<file path="src/rtl/div36x18_seq.sv">
// Sequential unsigned radix-2 restoring divider (DW-bit dividend / VW-bit divisor).
// Produces one quotient bit per enabled clock. Operands enter through a
// valid/ready handshake and results leave through another. A clock enable
// freezes the whole block, so it can sit in the same stalled pipelines as the
// 18x18 multiplier.
//
// Handshake contract (both sides): a transfer happens on an enabled rising
// edge where valid and ready are both high. in_ready is high only while IDLE.
// out_valid is high only while DONE. Once asserted, out_valid and the result
// stay put until the consumer takes them.
module div36x18_seq #(
  parameter int DW = 36,
  parameter int VW = 18
) (
  input  logic          clk,
  input  logic          rst_n,
  input  logic          en,
  input  logic          in_valid,
  output logic          in_ready,
  input  logic [DW-1:0] dividend,
  input  logic [VW-1:0] divisor,
  output logic          out_valid,
  input  logic          out_ready,
  output logic [DW-1:0] quotient,
  output logic [VW-1:0] remainder,
  output logic          div_by_zero,
  output logic [1:0]    dbg_state
);

  localparam int CW = $clog2(DW + 1);

  typedef enum logic [1:0] {
    S_IDLE = 2'd0,
    S_RUN  = 2'd1,
    S_DONE = 2'd2
  } state_e;

  state_e        state_q;
  logic [DW-1:0] shq_q;      // dividend in, quotient bits shifted in from the right
  logic [VW-1:0] rem_q;      // partial remainder, always < divisor so VW bits suffice
  logic [VW-1:0] dvs_q;      // latched divisor
  logic [CW-1:0] cnt_q;      // iterations still to do
  logic [DW-1:0] quo_q;      // published quotient
  logic [VW-1:0] rmd_q;      // published remainder
  logic          dbz_q;
  logic          in_ready_q;
  logic          out_valid_q;

  logic [VW:0]   trial;
  logic          fits;
  logic [VW-1:0] rem_d;
  logic [DW-1:0] shq_d;

  // One restoring step: the trial value is VW+1 bits wide, so it never overflows.
  // The subtraction is done in VW bits because a fitting difference is always < divisor.
  always_comb begin
    trial = {rem_q, shq_q[DW-1]};
    fits  = (trial >= {1'b0, dvs_q});
    rem_d = fits ? (trial[VW-1:0] - dvs_q) : trial[VW-1:0];
    shq_d = {shq_q[DW-2:0], fits};
  end

  // Control FSM and all datapath registers. Everything holds while en is low.
  always_ff @(posedge clk or negedge rst_n) begin
    if (!rst_n) begin
      state_q     <= S_IDLE;
      shq_q       <= '0;
      rem_q       <= '0;
      dvs_q       <= '0;
      cnt_q       <= '0;
      quo_q       <= '0;
      rmd_q       <= '0;
      dbz_q       <= 1'b0;
      in_ready_q  <= 1'b1;
      out_valid_q <= 1'b0;
    end else if (en) begin
      case (state_q)
        S_IDLE: begin
          if (in_valid && in_ready_q) begin
            in_ready_q <= 1'b0;
            if (divisor != '0) begin
              shq_q   <= dividend;
              rem_q   <= '0;
              dvs_q   <= divisor;
              cnt_q   <= CW'(DW);
              dbz_q   <= 1'b0;
              state_q <= S_RUN;
            end else begin
              // A zero divisor skips the iterations: saturated quotient, low dividend bits as remainder.
              quo_q       <= '1;
              rmd_q       <= dividend[VW-1:0];
              dbz_q       <= 1'b1;
              out_valid_q <= 1'b1;
              state_q     <= S_DONE;
            end
          end
        end
        S_RUN: begin
          shq_q <= shq_d;
          rem_q <= rem_d;
          cnt_q <= cnt_q - 1'b1;
          if (cnt_q == CW'(1)) begin
            quo_q       <= shq_d;
            rmd_q       <= rem_d;
            out_valid_q <= 1'b1;
            state_q     <= S_DONE;
          end
        end
        S_DONE: begin
          // Hand-off edge; in_ready rises only afterwards, so no accept can share this edge.
          if (out_ready) begin
            out_valid_q <= 1'b0;
            in_ready_q  <= 1'b1;
            state_q     <= S_IDLE;
          end
        end
        default: begin
          state_q     <= S_IDLE;
          cnt_q       <= '0;
          in_ready_q  <= 1'b1;
          out_valid_q <= 1'b0;
        end
      endcase
    end
  end

  assign in_ready    = in_ready_q;
  assign out_valid   = out_valid_q;
  assign quotient    = quo_q;
  assign remainder   = rmd_q;
  assign div_by_zero = dbz_q;
  assign dbg_state   = state_q;

endmodule

</file>
<file path="config.mk">
export PLATFORM = sky130hd
export DESIGN_NAME = div36x18_seq
export DESIGN_NICKNAME = d
export VERILOG_FILES = /design/src/rtl/div36x18_seq.sv
export SDC_FILE = /design/constraint.sdc
export NUM_CORES = 1
export LEC_CHECK = 0
export CAP_MARGIN = 10
export CORE_AREA = 2 2 120 122
export CTS_CLUSTER_DIAMETER = 40
export DETAILED_ROUTE_END_ITERATION = 8
export DIE_AREA = 0 0 122 124
export PLACE_DENSITY = 0.89
export SYNTH_ARGS = -nofsm -noshare
export SYNTH_HDL_FRONTEND = slang
export SYNTH_SLANG_ARGS = --single-unit
</file>
<file path="constraint.sdc">
create_clock -name clk -period 6.1 [get_ports clk]
set_clock_uncertainty 0.15 [all_clocks]
set_input_delay 1.525 -clock clk [delete_from_list [all_inputs] [get_ports clk]]
set_output_delay 1.525 -clock clk [all_outputs]
set_load 0.05 [all_outputs]
</file>
* Yosys cells after proc, flatten, opt, wreduce, memory -nomap -nowiden *
Index checks and enable logic that the tools add are counted.

storage, ports and cells
  register bits = 137
  output and inout port bits = 59
  logic and storage cells = 67

operators by class
  $add $sub $neg = 2
  magnitude comparators = 1
  equality and inequality tests = 8
  multiplexer cells = 32
  bitwise logic cells = 2
  reduce and logical (&&, ||, !) cells = 12

operator list
  cell                                                 count
  2-to-1 mux 36 bit                                    5
  one-hot mux 36 bit (2 select lines)                  2
  2-to-1 mux 18 bit                                    6
  one-hot mux 18 bit (2 select lines)                  2
  AND reduction 4 bit                                  5
  greater-or-equal comparator 19 x 18 -> 1 bit         1
  one-hot mux 6 bit (3 select lines)                   1
  nonzero test 18 bit                                  1
  subtractor 18 bit                                    1
  2-to-1 mux 6 bit                                     2
  inequality test 2 bit, second input constant         5
  AND reduction 5 bit                                  2
  2-to-1 mux 2 bit                                     4
  2-to-1 mux 1 bit                                     7
  equality test 6 x 1 -> 1 bit, second input constant  1
  one-hot mux 1 bit (3 select lines)                   2
  one-hot mux 2 bit (3 select lines)                   1
  subtractor 6 x 1 -> 6 bit, second input constant     1
  AND reduction 3 bit                                  1
  equality test 2 x 1 -> 1 bit, second input constant  1
  equality test 2 bit, second input constant           1
  logical NOT 2 bit                                    1
  NOT 1 bit                                            2
  nonzero test 2 bit                                   1
  logical AND 1 bit                                    1

* Longest topological paths before layout *
  depth in word-level cells = 4
  depth in mapped cells = 11
  gate-level depth less buffers = 10

* Worst setup path before layout *
OpenSTA, ideal clock, no wires.

  path type = input-to-reg
  start = in divisor[3]
  end = reg dvs_q[5]
  setup time = 0.131 ns
  arrival time = 3.190 ns
  path slack = 2.629 ns
  stages = 9
  path through = or4_1 > nor3_1 > and4_1 > nor3_1 > and3_1 > clkbuf_1 > clkbuf_1 > nand2_1 > o21ai_0

on the way
  word-level cells in the longest chain between the ends = 2

ends and longest elaborated chain
  what                                  line  source
  start: declaration                    21    input logic [VW-1:0] divisor,
  nonzero test 18 bit                   81    if (divisor != '0) begin
  AND reduction 4 bit (no source line)  --
  end signal: assignment                84    dvs_q <= divisor;
  end: declaration                      41    logic [VW-1:0] dvs_q;

Every way passes these cells.
A chain may end at the register's enable or synchronous reset.

* Worst setup path after layout *
  start = in divisor[3]
  end = reg dvs_q[0]

Same word-level chain as after synthesis.

==> impl_results.md <==
- Number of CTS-inserted buffers: 17
- Hold_ws: 0.323 ns
- Die W: 122 um
- Synth area leaders: dfrtp_1 (48%), nand2_1 (8.9%), o21ai_0 (7.3%)
- CTS clk-pin slew, worst paths: 0.06 ns
- Total number of vias: 6420
- Clk sinks: 137
- Antenna Cells: 0
- Crit Path Class: input port to flop
- Register bit total from synthesis: 137
- Status: complete, no violations
- Synth Net Count: 908
- Buffers on Ports: 117
- Routability cong.: approximately 0.85
- Place WS: around 1.6 ns
- Hold/Removal Path Class: flop to flop
- Average size of a mapped cell: roughly 8.6 um2
- Top FF cell, synth: dfrtp_1
- Worst Setup Slack, final: between 2 and 2.5 ns
- CTS Hold Bufs: 0
- Max-Cap Viols: 0
- Layout cells sized above 1: 0.0559
- Grt total ovfl: 0
- Largest net degree at the start of global routing: 100
- Final min period: 4.07 ns
- Die Ht: around 120 um
- Fmax: 246 MHz
- Post_cts resized: 0
- Final setup violation count: 0
- H-tree depth: 4
- Total GRT Usage: 0.258
- Static Leak: 0.00407 uW
- Vias per cell: 5.78
- Synthesized area: 7080 um2
- Final cycle utilization of the critical path: 0.667
- Initial antenna violation count: 0
- FFs w/ async S/R, synth: 1.00
- Data required time of the critical path: roughly 6.3 ns
- Slew margin rel.: 0.316
- First-pass GRT wire length: 30400 um
- Root Driver: clkbuf_16
- Fin. Hold Viols: 0
- Yosys cell types: 56
- Post-route ant nets: 0
- CP arrival: 4.23 ns
- Worst setup EP type: flop
- Placed Area: between 8000 and 9000 um2
- CTS tree: built
- Area leader, netlist: dfrtp_1
- TNS Setup: 0 ns
- Share of Yosys cell area claimed by the top area cell type: 0.480
- YS warnings: 0
- Initial DRC Count: 565
- Routed WL per cell: 16.9 um
- Core Rows: 43
- Final WL: 18800 um
- RSZ-0062 raised after global routing: false
- Starting Density: 0.516
- I/O Pins: 118
- Peak supply drop: 190 uV
- GR Layer Usage met2: 0.410
- EDFF count, synth: 0
- Critical path fanouts, max: 36
- Final net count: 998
- Die area: 15100 um2
- Core area: 13700 um2
- Vias in the first global route: 5979
- Slew Limit Fails: 0
- Pwr dens: 225 nW/um2
- CP Launch Type: input port
- Cells after Synth: 828
- Area growth from synthesis to layout: 26.3%
- DR DRC count: 0
- Final instance area: 8950 um2
- Clk Latency, worst-skew pair: 0.43 ns
- GR Util met3: 0.0508
- # Post-CTS Setup Buffers: 0
- Drt first pass iters: 6
- Busiest layer in global routing: met2
- Dpl hpwl: 12700 um
- Sequential share of the synthesized area: 0.484
- Clock buffer depth: 2
- Worst slew pin tran: 1.03 ns
- Met1 GRT Util: 0.352
## critical path: stages
cell             delay [ns]
clkdlybuf4s50_1        0.41
or4_1                  0.51
nor3_1                 0.21
and4_1                 0.44
nor3_1                 0.16
and3_1                 0.54
mux2_2                 0.42
## layout by cell type, fill, tap and decap left out, types with 6 or more instances in the layout
| cell | count |
|---|---|
| a21oi_1 | 31 |
| a31oi_1 | 39 |
| buf_4 | 9 |
| clkbuf_16 | 17 |
| clkdlybuf4s50_1 | 116 |
| dfrtp_1 | 136 |
| ha_1 | 20 |
| inv_1 | 26 |
| mux2i_1 | 14 |
| nand2_1 | 168 |
| nand3_1 | 9 |
| nand4_1 | 6 |
| nor2_1 | 107 |
| nor2b_1 | 7 |
| nor3_1 | 10 |
| o21ai_0 | 102 |
| o221ai_1 | 9 |
| xnor2_1 | 10 |
## power breakdown
group | leakage (uW) | switching (uW) | internal [uW]
Combinational | 0.00198 | 33.9 | 36.3
Clock | 0.000275 | 394 | 637
Sequential | 0.00181 | 0 | 909
Total | 0.00407 | 428 | 1580
## metal layers
metal,vias up,routed length [um]
li1,3056,-
met1,3066,8170
met2,262,8810
met3,36,1290
met4,0,480
met5,-,0
## path summary, 6_finish.rpt
kind	startpoint	to	slack, ns	cells after the start
hold reg to reg	quotient[32]	quotient[32]	0.32	2
max in group asynchronous	rst_n	remainder[4]	3.70	2
setup reg to reg	rem_q[8]	remainder[13]	2.76	9
min in group asynchronous	rst_n	shq_q[18]	1.05	1
hold / removal	quotient[32]	quotient[32]	0.32	2
setup / recovery	divisor[3]	dvs_q[0]	2.03	7
## cells in the mapped netlist, types with 3 or more instances
cell	count
nand2_1	168
inv_1	26
a21o_1	4
nor2b_1	8
mux2i_1	14
nand2b_1	3
dfrtp_1	136
nor4_1	4
o21ai_0	103
mux2_2	5
a221o_1	3
o31ai_1	4
o221ai_1	9
nor2_1	107
and3_1	4
nand4_1	6
ha_1	20
a211o_1	3
a31oi_1	39
clkbuf_1	47
buf_2	5
and2_1	3
o21a_1	3
a22o_1	5
nor3_1	10
xor2_1	5
nand3_1	9
o211ai_1	3
a21oi_1	31
xnor2_1	10
## through the flow
| step | util | total power (uW) | instances |
|---|---|---|---|
| 2_1_floorplan | - | 934 | 828 |
| 3_3_place_gp | 0.609 | 996 | 1079 |
| 3_5_place_dp | 0.609 | 996 | 1079 |
| 4_1_cts | 0.652 | 2020 | 1110 |
| 5_1_grt | 0.652 | 2060 | 1110 |
| 6_report | 0.652 | 2010 | 1110 |
## cells by family after synthesis
family,Yosys count,share of synthesized area
and+or+nand+nor,329,0.192
AOI/OAI and AO/OA,226,0.194
DFF,137,0.484
buffers and inverters,81,0.0454
adders and majority gates,21,0.0381
muxes,19,0.0277
xor gates and xnor gates,15,0.0185
## sequential cells by signal, indices dropped and copies added (netlist names)
| register | flops |
|---|---|
| cnt_q | 6 |
| dvs_q | 18 |
| rem_q | 18 |
| out_valid | 1 |
| quotient | 36 |
| remainder | 18 |
| dbg_state | 2 |
| div_by_zero | 1 |
| shq_q | 36 |
| in_ready | 1 |
## cell type report
type	instances	area (um2)
Sequential cell	137	3430
Tap cell	180	225
Fill cell	1123	4770
Inverter	26	97.6
Timing Repair Buffer	126	1240
Clock inverter	12	153
Clock buffer	19	433
Multi-Input combinational cell	610	3370
Note: power is estimated with default switching activity, not from simulation.
